<file path="config.mk">
export PLATFORM = sky130hd
export DESIGN_NAME = au_seq
export DESIGN_NICKNAME = d
export VERILOG_FILES = /design/src/rtl/au_seq_pkg.sv /design/src/rtl/au_seq_iter.sv /design/src/rtl/au_seq.sv
export SDC_FILE = /design/constraint.sdc
export NUM_CORES = 1
export LEC_CHECK = 0
export ABC_AREA = 0
export CAP_MARGIN = 25
export CORE_AREA = 4 4 135 137
export CTS_BUF_LIST = sky130_fd_sc_hd__clkbuf_8 sky130_fd_sc_hd__clkbuf_16
export DETAILED_ROUTE_END_ITERATION = 8
export DIE_AREA = 0 0 139 141
export GPL_TIMING_DRIVEN = 0
export HOLD_SLACK_MARGIN = 0.08
export PLACE_DENSITY = 0.75
export REMOVE_ABC_BUFFERS = 1
export SETUP_SLACK_MARGIN = 0.2
export SLEW_MARGIN = 30
export SYNTH_ARGS = -nofsm -noshare
export SYNTH_HDL_FRONTEND = slang
export SYNTH_SLANG_ARGS = --single-unit
</file>
<file path="constraint.sdc">
create_clock -name Global_clk -period 6 [get_ports Global_clk]
set_clock_uncertainty 0.2 [all_clocks]
set_input_delay 1.8 -clock Global_clk [delete_from_list [all_inputs] [get_ports Global_clk]]
set_output_delay 1.8 -clock Global_clk [all_outputs]
set_load 0.1 [all_outputs]
</file>
<file path="src/rtl/au_seq_pkg.sv">
// Shared constants for the sequential sign-magnitude arithmetic unit:
// default widths, opcode values and FSM state encoding.
package au_seq_pkg;

    localparam int unsigned AU_DATA_WIDTH   = 16;
    localparam int unsigned AU_MSB          = AU_DATA_WIDTH - 1;
    localparam int unsigned AU_OPCODE_WIDTH = 3;

    localparam int unsigned OP_NOP  = 0;
    localparam int unsigned OP_ADD  = 1;
    localparam int unsigned OP_SUB  = 2;
    localparam int unsigned OP_MULT = 3;
    localparam int unsigned OP_DIV  = 4;

    typedef enum logic [2:0] {
        S_IDLE   = 3'd0,
        S_ADDSUB = 3'd1,
        S_MUL    = 3'd2,
        S_DIV    = 3'd3,
        S_DONE   = 3'd4
    } au_state_t;

endpackage

</file>
<file path="src/rtl/au_seq_iter.sv">
// Iterative magnitude engine: MAG-step shift-add multiply or restoring divide
// on one shared {hi, lo} register pair, with its own step counter.
module au_seq_iter #(
    parameter int unsigned MAG = 15
) (
    input  logic             clk,
    input  logic             rst,
    input  logic             start,
    input  logic             start_div,
    input  logic [MAG-1:0]   a_mag,
    input  logic [MAG-1:0]   b_mag,
    output logic             done,
    output logic [2*MAG-1:0] product,
    output logic [MAG-1:0]   quotient,
    output logic [MAG-1:0]   remainder
);

    localparam int unsigned CNT_W = $clog2(MAG + 1);

    logic             busy;
    logic             is_div;
    logic [CNT_W-1:0] cnt;
    logic [MAG-1:0]   hi;
    logic [MAG-1:0]   lo;
    logic [MAG-1:0]   opnd;
    logic [MAG:0]     mul_sum;
    logic [MAG:0]     div_shift;
    logic [MAG:0]     div_diff;

    // A zero divisor never borrows, so the quotient fills with ones and A
    // shifts through intact into the remainder without a special case.
    always_comb begin
        mul_sum   = {1'b0, hi} + (lo[0] ? {1'b0, opnd} : '0);
        div_shift = {hi, lo[MAG-1]};
        div_diff  = div_shift - {1'b0, opnd};
        done      = busy && (cnt == CNT_W'(MAG - 1));
    end

    always_ff @(posedge clk or posedge rst) begin
        if (rst) begin
            busy   <= 1'b0;
            is_div <= 1'b0;
            cnt    <= '0;
            hi     <= '0;
            lo     <= '0;
            opnd   <= '0;
        end else if (start) begin
            busy   <= 1'b1;
            is_div <= start_div;
            cnt    <= '0;
            hi     <= '0;
            lo     <= a_mag;
            opnd   <= b_mag;
        end else if (busy) begin
            if (done) begin
                busy <= 1'b0;
                cnt  <= '0;
            end else begin
                cnt  <= cnt + CNT_W'(1);
            end
            if (is_div) begin
                if (!div_diff[MAG]) begin
                    hi <= div_diff[MAG-1:0];
                    lo <= {lo[MAG-2:0], 1'b1};
                end else begin
                    hi <= div_shift[MAG-1:0];
                    lo <= {lo[MAG-2:0], 1'b0};
                end
            end else begin
                {hi, lo} <= {mul_sum, lo[MAG-1:1]};
            end
        end
    end

    assign product   = {hi, lo};
    assign quotient  = lo;
    assign remainder = hi;

endmodule

</file>
<file path="src/rtl/au_seq.sv">
// Sequential sign-magnitude arithmetic unit: ADD/SUB in one step, MULT/DIV
// via the iterative engine, valid/ready handshake and registered results.
module au_seq
    import au_seq_pkg::*;
#(
    parameter int unsigned DATA_WIDTH   = AU_DATA_WIDTH,
    parameter int unsigned OPCODE_WIDTH = AU_OPCODE_WIDTH
) (
    input  logic                    Global_clk,
    input  logic                    Global_reset,
    input  logic                    AU_op_valid,
    output logic                    AU_op_ready,
    input  logic [OPCODE_WIDTH-1:0] Mode,
    input  logic [DATA_WIDTH-1:0]   AU_in_1,
    input  logic [DATA_WIDTH-1:0]   AU_in_2,
    output logic [DATA_WIDTH-1:0]   AU_out,
    output logic [DATA_WIDTH-1:0]   AU_rem_out,
    output logic                    AU_out_valid,
    output logic                    AU_overflow,
    output logic                    AU_div_by_zero
);

    localparam int unsigned MSB = DATA_WIDTH - 1;
    localparam int unsigned MAG = DATA_WIDTH - 1;

    au_state_t               state;
    logic [OPCODE_WIDTH-1:0] mode_r;
    logic [DATA_WIDTH-1:0]   a_r;
    logic [DATA_WIDTH-1:0]   b_r;

    logic                    accept;
    logic                    iter_start;
    logic                    iter_done;
    logic [2*MAG-1:0]        product;
    logic [MAG-1:0]          quotient;
    logic [MAG-1:0]          remainder;

    logic                    is_add, is_sub, is_mul, is_div;
    logic                    a_sign, b_sign;
    logic [MAG-1:0]          a_mag, b_mag;
    logic [MAG:0]            add_sum;
    logic [MAG-1:0]          nxt_mag;
    logic                    nxt_sign;
    logic [DATA_WIDTH-1:0]   nxt_out;
    logic [DATA_WIDTH-1:0]   nxt_rem;
    logic                    nxt_ovf;
    logic                    nxt_dbz;

    assign AU_op_ready = (state == S_IDLE);
    assign accept      = AU_op_ready && AU_op_valid;
    assign iter_start  = accept && ((Mode == OPCODE_WIDTH'(OP_MULT)) ||
                                    (Mode == OPCODE_WIDTH'(OP_DIV)));

    au_seq_iter #(
        .MAG (MAG)
    ) u_iter (
        .clk       (Global_clk),
        .rst       (Global_reset),
        .start     (iter_start),
        .start_div (Mode == OPCODE_WIDTH'(OP_DIV)),
        .a_mag     (AU_in_1[MAG-1:0]),
        .b_mag     (AU_in_2[MAG-1:0]),
        .done      (iter_done),
        .product   (product),
        .quotient  (quotient),
        .remainder (remainder)
    );

    always_comb begin
        is_add  = (mode_r == OPCODE_WIDTH'(OP_ADD));
        is_sub  = (mode_r == OPCODE_WIDTH'(OP_SUB));
        is_mul  = (mode_r == OPCODE_WIDTH'(OP_MULT));
        is_div  = (mode_r == OPCODE_WIDTH'(OP_DIV));
        a_sign  = a_r[MSB];
        b_sign  = b_r[MSB];
        a_mag   = a_r[MAG-1:0];
        b_mag   = b_r[MAG-1:0];
        add_sum = {1'b0, a_mag} + {1'b0, b_mag};
        nxt_mag  = '0;
        nxt_sign = 1'b0;
        nxt_rem  = '0;
        nxt_ovf  = 1'b0;
        nxt_dbz  = 1'b0;
        if (is_mul) begin
            nxt_mag  = product[MAG-1:0];
            nxt_sign = a_sign ^ b_sign;
            nxt_ovf  = |product[2*MAG-1:MAG];
        end else if (is_div) begin
            nxt_mag  = quotient;
            nxt_sign = a_sign ^ b_sign;
            nxt_dbz  = (b_mag == '0);
            nxt_rem  = {a_sign && (|remainder), remainder};
        end else if ((a_sign == (b_sign ^ is_sub)) && (is_add || is_sub)) begin
            nxt_mag  = add_sum[MAG-1:0];
            nxt_sign = a_sign;
            nxt_ovf  = add_sum[MAG];
        end else if (a_mag >= b_mag) begin
            nxt_mag  = a_mag - b_mag;
            nxt_sign = a_sign;
        end else begin
            nxt_mag  = b_mag - a_mag;
            nxt_sign = b_sign ^ is_sub;
        end
        nxt_out = {nxt_sign && (|nxt_mag), nxt_mag};
    end

    always_ff @(posedge Global_clk or posedge Global_reset) begin
        if (Global_reset) begin
            state          <= S_IDLE;
            mode_r         <= '0;
            a_r            <= '0;
            b_r            <= '0;
            AU_out         <= '0;
            AU_rem_out     <= '0;
            AU_out_valid   <= 1'b0;
            AU_overflow    <= 1'b0;
            AU_div_by_zero <= 1'b0;
        end else begin
            AU_out_valid <= 1'b0;
            case (state)
                S_IDLE: begin
                    if (accept) begin
                        mode_r <= Mode;
                        a_r    <= AU_in_1;
                        b_r    <= AU_in_2;
                        if ((Mode == OPCODE_WIDTH'(OP_ADD)) || (Mode == OPCODE_WIDTH'(OP_SUB)))
                            state <= S_ADDSUB;
                        else if (Mode == OPCODE_WIDTH'(OP_MULT))
                            state <= S_MUL;
                        else if (Mode == OPCODE_WIDTH'(OP_DIV))
                            state <= S_DIV;
                        else
                            state <= S_DONE;
                    end
                end
                S_ADDSUB: state <= S_DONE;
                S_MUL, S_DIV: begin
                    if (iter_done)
                        state <= S_DONE;
                end
                S_DONE: begin
                    AU_out_valid   <= 1'b1;
                    AU_overflow    <= nxt_ovf;
                    AU_div_by_zero <= nxt_dbz;
                    // NOP and undefined codes leave the data outputs untouched.
                    if (is_add || is_sub || is_mul || is_div) begin
                        AU_out     <= nxt_out;
                        AU_rem_out <= nxt_rem;
                    end
                    state <= S_IDLE;
                end
                default: state <= S_IDLE;
            endcase
        end
    end

endmodule

</file>
# Word-level counts from Yosys, hierarchy flattened
# Cells that the tools add are included.
# word_totals
elab_cells	97
out_inout_bits	36
in_bits	38
regBits	124
# classes
mux	37
n_addsub	6
n_bitwise	2
eq_ne	16
reduce_logical	20
magnitude_cmp	1
# ops
op	n
$mux W15	12
$mux W16	2
$reduce_or A15 Y1	2
$sub A15 B15 Y15	2
$eq A3 B2 Y1 const B	6
$add A15 B15 Y16	1
$add A15 B16 Y16	1
$sub A16 B15 Y16	1
$ge A15 B15 Y1	1
$logic_not A15 Y1	1
$mux W3	5
$mux W1	14
$mux W4	3
$eq A3 B1 Y1 const B	3
$eq A3 B3 Y1 const B	3
$pmux W3 S3	1
$logic_and A1 B1 Y1	6
$reduce_and A2 Y1	3
$logic_or A1 B1 Y1	5
$add A4 B1 Y4 const B	1
$eq A4 B4 Y1 const B	1
$logic_not A3 Y1	1
$ne A2 B1 Y1 const B	1
$ne A2 B2 Y1 const B	1
4 further kinds	5

# Depth between registers and ports, before layout
# Gate-level depths: netlist of the first run.
# logic_depth
word_depth	9
depth_mapped	15
depth_no_buf	14

# By module
# From an unflattened synthesis of the first run, not the netlist that was laid out.
# unflattened
hier_cells	1208
hier_area_um2	9781.9
# modules_own_cells
mod	area_each_um2	n_inst	seq_area_each_um2	cells_each
au_seq	5564.1	1	1826.8	698
au_seq_iter	4217.8	1	1276.2	510

# Worst setup path after synthesis of the first run
# OpenSTA, ideal clock, no wires.
# synth_path
path_kind	reg-to-output
from	reg state[1]
to	out AU_op_ready
required_ns	4.000
arrival_time_ns	2.539
path_slack_ns	1.461
n_path_buf	0
stages_incl_launch_ff	2
path_cell_list	dfrtp_1 > nor3_1
# synth_via
elab_chain_len	1
# synth_rtl
item	line_no	text
start, declared	au_seq.sv:26	au_state_t state;
start signal, assigned	au_seq.sv:109	state <= S_IDLE;
start signal, assigned	au_seq.sv:127	state <= S_ADDSUB;
start signal, assigned	au_seq.sv:129	state <= S_MUL;
$logic_not A3 Y1	au_seq.sv:49	assign AU_op_ready = (state == S_IDLE);
end, declared	au_seq.sv:12	output logic AU_op_ready,
# Every way passes these cells.

# Worst setup path in the final report of the first run
# layout_path
from	reg a_r[5]
to	reg AU_out[15]
# layout_via
elab_chain_len	7
elab_cells_between_ends	14
classes_between	add/sub (3); order compare (1); mux (8); reduce/logical (2)
# layout_rtl
item	line_no	text
start, declared	au_seq.sv:28	logic [DATA_WIDTH-1:0] a_r;
start signal, assigned	au_seq.sv:124	a_r <= AU_in_1;
$sub A15 B15 Y15, or another cell as far along	au_seq.sv:101	nxt_mag = b_mag - a_mag;
$mux W15	au_seq.sv:97	end else if (a_mag >= b_mag) begin
$mux W15	au_seq.sv:93	end else if ((a_sign == (b_sign ^ is_sub)) && (is_add || is_sub)) begin
$mux W15	au_seq.sv:88	end else if (is_div) begin
$mux W15	au_seq.sv:84	if (is_mul) begin
$reduce_or A15 Y1	au_seq.sv:104	nxt_out = {nxt_sign && (|nxt_mag), nxt_mag};
$logic_and A1 B1 Y1 (*)	au_seq.sv:104	
end signal, assigned	au_seq.sv:147	AU_out <= nxt_out;
end, declared	au_seq.sv:16	output logic [DATA_WIDTH-1:0] AU_out,
# Every way passes the cells marked *; elsewhere a longest branch is shown, timed or not.
# A chain may end at the register's enable or synchronous reset.

==> metrics.csv, run 1 <==
metric,value,unit
run status,"finished, final reports clean",
leading register cell type out of synthesis,dfrtp_1,
RSZ-0062 raised after global routing,no,
Final nets,1280,
Global Route Usage Sum,27.1,%
critical path arrival,5030,ps
Filler Cell Count,1482,
Worst setup SP type,flip-flop,
number of antenna diodes,0,
sequential area share after synthesis,33.4,%
Synth Area per Inst,8.27,um2
largest family of logic cells by synthesized area,compound AO/OA/AOI/OAI gates,
Synth Area in Compound Gates,20.8,%
count of final hold-check violations,0,
CTS resizes,0,
Tmin final,4920,ps
CP max stage cell,o31ai_2,
# setup viols final,0,
adder-cell share of the synthesized area,11.3,%
post-route ant nets,0,
CP Max Fanout,15,
Initial DRC Count,816,
max_slew headroom,33.9,%
number of core rows,48,
most frequent cells in the layout,"nand2_1 (192), dfrtp_1 (122), o21ai_0 (119)",
core footprint,17100,um2
fin util,63.5,%
Initial Utilization,54.4,%
worst slew pin tran,988,ps
Crit Path Category,flip-flop to flip-flop,
reg2reg setup slack,1080,ps
simple-gate share of the synthesized area,19.5,%
pin count of the biggest net entering global routing,88,
Avg WL per Cell,18.7,um
Final Wtd Congestion,0.945,
"most common cell after layout, fill and taps aside",nand2_1,
number of global-route vias before repair,8278,
area grow syn2layout,16.6,%
Via Count,8453,
most frequent CP cell,o21ai_0,
CTS Hold Bufs,0,
CP cell instances,inv_1 -> ha_1 -> o21ai_0 -> nor2_1 -> o31ai_2 -> and2_1 -> o311ai_0 -> xnor2_1 -> o21ai_0 -> nor4_1 -> nand4_1 -> o41a_1,
"Period Utilization, post-route",82.1,%
Synth Register Bits,124,
Chip Width,139,um
Ports,74,
Required @ worst endpoint,6100,ps
Port Buffers,73,
Worst-Skew Late Latency,430,ps
Yosys cell types,74,
CTS sink count,124,
postcts setup bufs,0,
Die Area,19600,um2
worst stage delay on the critical path,780,ps
Async SR Flop Fraction,100,%
drt drc,0,
Post-Syn Area,9290,um2
DP HPWL,19.0,mm
MaxCap Viol Count,0,
routed wire length,26.2,mm
global-route wire length before repair,42.9,mm
critical path's top delay family,compound AO/OA/AOI/OAI gates,
Peak Freq,0.203,GHz
total of warnings raised by yosys,0,
grt total ovfl,0,
"Reg clk slew, reported paths",60,ps
Post-synth EDFFs,0,
clk buf depth,2,
Slew Limit Fails,0,
total CTS buffers,17,
Hold Crit Class,flip-flop to flip-flop,
Post-Synthesis Cells,1123,
root buf cell,clkbuf_16,
multiplexer share of the synthesized area,5.36,%
Pre-antenna DRT Iters,8,
Synth Area in XOR/XNOR,3.76,%
CP bufs+invs,1,
H-tree depth,4,
fraction of layout cells with a size suffix above 1,6.22,%
Avg Vias per Cell,6.04,
CP Capture Type,flip-flop,
Die Y,141,um
CTS tree,yes,
initial antenna violation count,0,
-- per-layer routing --
layer / vias up / GRT usage, % / part of all wire [%]
li1: 4024 / - / -
met1: 4047 / 37.9 / 45
met2: 323 / 41.0 / 44
met3: 59 / 5.90 / 7.3
met4: 0 / 11.3 / 3.7
met5: - / 0 / 0
-- final cells by class --
class | instances | area (um2) | share of cell area [%]
clock inverters | 11 | 141 | 1.31
repair buffers | 79 | 863 | 7.97
multi-input cells | 871 | 5700 | 52.6
flip-flops and latches | 124 | 3110 | 28.7
inverters | 68 | 263 | 2.43
well taps | 225 | 282 | 2.60
clock buffers | 21 | 480 | 4.44
-- tightest hold or removal path, stage by stage (launching register included) --
cell     delay [ps]
dfrtp_1         340
nand2_1          50
nand2_1          50
-- metrics by stage --
stage               instance area (um2)  setup TNS [ps]  std cells  hold slack (ps)  setup WS, ps
global route                      10800               0       1399              289           729
detailed placement                10200               0       1367              256          1170
floorplan                          9000           -2720       1063              247          -360
CTS                               10800               0       1399              269          1170
finish                            10800               0       1399              262          1080
global placement                  10000         -193160       1361              252         -1790
-- logic make-up (layout without fill, tap and decap cells) --
kind of cell	Yosys count	after routing
multiplexers	48	48
flip-flops	124	124
XOR/XNOR	39	39
AO/OA/AOI/OAI	303	303
buffers and inverters	128	179
adder cells (fa/ha/maj)	81	81
AND/OR/NAND/NOR	400	400
-- registers in the layout, summed over array words and instances (netlist names) --
register	count
u_iter.cnt	4
AU_rem_out	16
state	3
AU_overflow	1
AU_out_valid	1
u_iter.is_div	1
u_iter.quotient	15
u_iter.opnd	15
b_r	16
a_r	16
u_iter.busy	1
AU_div_by_zero	1
AU_out	16
u_iter.remainder	15
mode_r	3
-- Yosys cell counts, types with 3 or more instances --
master / instances / area share (%)
o2111ai_1: 3 / 0.28
ha_1: 76 / 10
a311oi_1: 3 / 0.28
nor2_1: 70 / 2.8
mux2_2: 10 / 1.2
a211oi_1: 12 / 0.97
and2_1: 19 / 1.3
o21bai_1: 5 / 0.40
buf_1: 9 / 0.36
a21o_1: 20 / 1.6
xnor2_1: 23 / 2.2
nor4_1: 10 / 0.67
inv_1: 67 / 2.7
a221oi_1: 4 / 0.38
or3_1: 8 / 0.54
mux2i_1: 37 / 4.0
nand3b_1: 3 / 0.24
and4_1: 3 / 0.28
o41ai_1: 3 / 0.28
o21ai_0: 119 / 6.4
buf_6: 5 / 0.61
nand2b_1: 11 / 0.74
o31ai_1: 5 / 0.40
nor2b_1: 14 / 0.94
nand3_1: 23 / 1.2
fa_1: 5 / 1.1
o22ai_1: 6 / 0.40
o211ai_1: 10 / 0.81
and3_1: 6 / 0.40
o21a_1: 7 / 0.57
buf_2: 12 / 0.65
buf_4: 3 / 0.24
a2bb2oi_1: 3 / 0.28
nor3_1: 23 / 1.2
o311ai_0: 4 / 0.38
a21oi_1: 61 / 3.3
clkbuf_1: 31 / 1.3
xor2_1: 15 / 1.4
a211o_1: 4 / 0.38
nand4_1: 11 / 0.74
nand2_1: 192 / 7.8
dfrtp_1: 124 / 33
o221ai_1: 4 / 0.38
o41a_1: 3 / 0.36
-- final timing paths --
path	from	endpoint	cells after the start
min in group asynchronous	Global_reset	AU_out_valid	2
worst max register to register	a_r[5]	AU_out[15]	12
worst min register to register	AU_rem_out[0]	AU_rem_out[0]	2
max in group asynchronous	Global_reset	u_iter.is_div	3
worst min-delay path	AU_rem_out[0]	AU_rem_out[0]	2
worst max-delay path	a_r[5]	AU_out[15]	12
Power of run 1 is not shown: default switching activity piles up to over one toggle a cycle in this logic, so the estimate is an artifact.
==> run 2: changes to the inputs <==
--- a/config.mk
+++ b/config.mk
@@ -7,13 +7,13 @@
 export LEC_CHECK = 0
 export ABC_AREA = 0
 export CAP_MARGIN = 25
-export CORE_AREA = 4 4 135 137
+export CORE_AREA = 4 4 137 139
 export CTS_BUF_LIST = sky130_fd_sc_hd__clkbuf_8 sky130_fd_sc_hd__clkbuf_16
 export DETAILED_ROUTE_END_ITERATION = 8
-export DIE_AREA = 0 0 139 141
+export DIE_AREA = 0 0 141 143
 export GPL_TIMING_DRIVEN = 0
 export HOLD_SLACK_MARGIN = 0.08
-export PLACE_DENSITY = 0.75
+export PLACE_DENSITY = 0.76
 export REMOVE_ABC_BUFFERS = 1
 export SETUP_SLACK_MARGIN = 0.2
 export SLEW_MARGIN = 30
==> constraint.sdc (replaced) <==
create_clock -name Global_clk -period 4.2 [get_ports Global_clk]
set_clock_uncertainty 0.2 [all_clocks]
set_input_delay 1.26 -clock Global_clk [delete_from_list [all_inputs] [get_ports Global_clk]]
set_output_delay 1.26 -clock Global_clk [all_outputs]
set_load 0.1 [all_outputs]
==> run 2 against run 1 <==
Against the previous run:
- maximum frequency grew 23%
- first-iteration DRC count grew 13%
- critical path depth is the same
- die area grew 2.9%
- count of clock-buffer cells in the layout shrank 2
- final area grew 2.3%
- cell count grew 1.4%
- worst setup slack lost 890 ps
- utilization shrank 0.75 points
==> metrics.csv, run 2 (synthesis gave the netlist of run 1 again) <==
metric,value,unit,change
CP bufs+invs,1,,unchanged
max_slew headroom,33.5,%,-0.42 points
number of core rows,49,,+2.1%
r2r worst-path depth,12,,unchanged
met3 WL,2.06,mm,+8.1%
Avg WL per Cell,18.8,um,+0.16%
Final Wtd Congestion,0.900,,-4.8%
"most common cell after layout, fill and taps aside",nand2_1,,
Initial DRC Count,921,,+13%
startpoint of the worst-slack reg-to-reg timing path,b_r[2],,
setup TNS,0,ps,unchanged
Worst-Skew Late Latency,430,ps,about the same
"Reg clk slew, reported paths",60,ps,about the same
total CTS buffers,17,,unchanged
Tmin final,4010,ps,-912 ps
worst setup margin,189,ps,-888 ps
Ports,74,,unchanged
Hold Path Depth,2,,unchanged
most frequent cells in the layout,"nand2_1 (192), dfrtp_1 (121), o21ai_0 (118)",,
grt total ovfl,0,,unchanged
MaxCap Viol Count,0,,unchanged
Die Y,143,um,+1.4%
top routing layer in use,met4,,
Required @ worst endpoint,4310,ps,-1790 ps
Pre-antenna DRT Iters,5,,-3
DP HPWL,19.2,mm,+0.88%
CP Capture Type,flip-flop,,
post-route ant nets,0,,unchanged
Multi-input gate area,5800,um2,+1.9%
critical path's top delay family,compound AO/OA/AOI/OAI gates,,
Routed met2 length,12.0,mm,+4.0%
Reg area,3110,um2,about the same
CTS sink count,124,,unchanged
area grow syn2layout,19.3,%,
Hold EP,AU_rem_out[3],,
Hold Crit Class,flip-flop to flip-flop,,
pin count of the biggest net entering global routing,73,,-17%
global-route wire length before repair,42.0,mm,-2.3%
CTS tree,yes,,
clk buf depth,2,,unchanged
Filler Cell Count,1531,,+3.3%
Avg Vias per Cell,6.02,,-0.36%
non-filler instance count after layout,1418,,+1.4%
CP cell instances,ha_2 -> nand4_1 -> o41ai_2 -> a311oi_2 -> buf_4 -> and2_4 -> o311ai_1 -> xnor2_1 -> o21ai_0 -> nor4_1 -> nand4_1 -> o41a_1,,
hold path start,AU_rem_out[3],,
number of antenna diodes,0,,unchanged
routed wire length,26.6,mm,+1.5%
drt drc,0,,unchanged
run status,"finished, final reports clean",,
CP max stage cell,ha_2,,
fin util,62.7,%,-0.75 points
Initial Utilization,52.6,%,-1.9 points
Worst setup SP type,flip-flop,,
Slew Limit Fails,0,,unchanged
root buf cell,clkbuf_16,,
wl on met1,11.8,mm,+0.27%
Global Route Usage Sum,26.3,%,-0.79 points
core footprint,17700,um2,+3.5%
fraction of layout cells with a size suffix above 1,8.75,%,+2.5 points
most frequent CP cell,nand4_1,,
reg2reg setup slack,190,ps,-890 ps
H-tree depth,4,,unchanged
worst slew pin tran,994,ps,+6.23 ps
worst stage delay on the critical path,500,ps,-280 ps
count of final hold-check violations,0,,unchanged
"Period Utilization, post-route",95.5,%,+13 points
number of global-route vias before repair,8009,,-3.2%
Port Buffers,73,,unchanged
Die Area,20200,um2,+2.9%
RSZ-0062 raised after global routing,yes,,
pre-CTS WS,-589,ps,-1760 ps
Reg-to-Reg End,AU_out[15],,
initial antenna violation count,0,,unchanged
Chip Width,141,um,+1.4%
critical path arrival,4120,ps,-910 ps
Post-Place Cells,1373,,+0.44%
Crit Path Category,flip-flop to flip-flop,,
CP Max Fanout,11,,-4
Final nets,1295,,+1.2%
Peak Freq,0.249,GHz,+23%
# setup viols final,0,,unchanged
Via Count,8537,,+0.99%
## run 2: changes by cell type in the layout (fill, tap and decap cells not counted), sizes merged
cell	delta
inv	+1
clkinvlp	+2
bufinv	-1
buf	+15
clkbuf	-2
## run 2: layout make-up
type / instances / area share, %
clock inverters: 13 / 1.14
well taps: 229 / 2.59
multi-input cells: 871 / 52.4
repair buffers: 94 / 9.40
flip-flops and latches: 124 / 28.0
inverters: 68 / 2.37
clock buffers: 19 / 4.09
## run 2: worst min-delay path, cell delays in order, from the launching register on
cell and delay, ps:
dfrtp_1 340, nand2_1 50, nand2_1 50
## run 2: metrics by stage
| step | area (um2) | hold WS, ps |
|---|---|---|
| after floorplan | 9000 | 247 |
| after global placement | 10000 | 250 |
| after detailed placement | 10300 | 255 |
| after CTS | 10900 | 267 |
| after global routing | 11100 | 281 |
| final | 11100 | 261 |
## run 2: how the worst max path moves through the flow
stage	endpoint	startpoint	slack [ps]	cells after the start
finish	AU_out[15]	b_r[2]	190	12
global route	AU_out[15]	a_r[1]	70	13
global placement	u_iter.remainder[1]	Mode[1]	-3010	7
floorplan	u_iter.remainder[4]	state[1]	-2160	7
CTS	AU_out[15]	a_r[1]	140	13
detailed placement	AU_out[15]	a_r[4]	-590	12
## run 2: repair_timing
item	in CTS	in global routing
endpoints found under the setup margin	7	8
gates resized for setup	13	14
pin swaps	1	1
setup buffers	2	11
hold buffers	0	0
## run 2: metal layers
metal / GRT usage [%] / vias up
li1: - / 4046
met1: 36.4 / 4085
met2: 41.3 / 350
met3: 5.83 / 56
met4: 8.67 / 0
met5: 0 / -
Power of run 2 is left out for the same reason.
==> run 3: changes to the inputs <==
==> constraint.sdc (replaced) <==
create_clock -name Global_clk -period 4.2 [get_ports Global_clk]
set_clock_uncertainty 0.2 [all_clocks]
set_input_delay 0.84 -clock Global_clk [delete_from_list [all_inputs] [get_ports Global_clk]]
set_output_delay 0.84 -clock Global_clk [all_outputs]
set_load 0.1 [all_outputs]
==> results of run 3 <==
Same layout as run 2 (identical final DEF). Status: finished, final reports clean.
Power of run 3 is left out for the same reason.
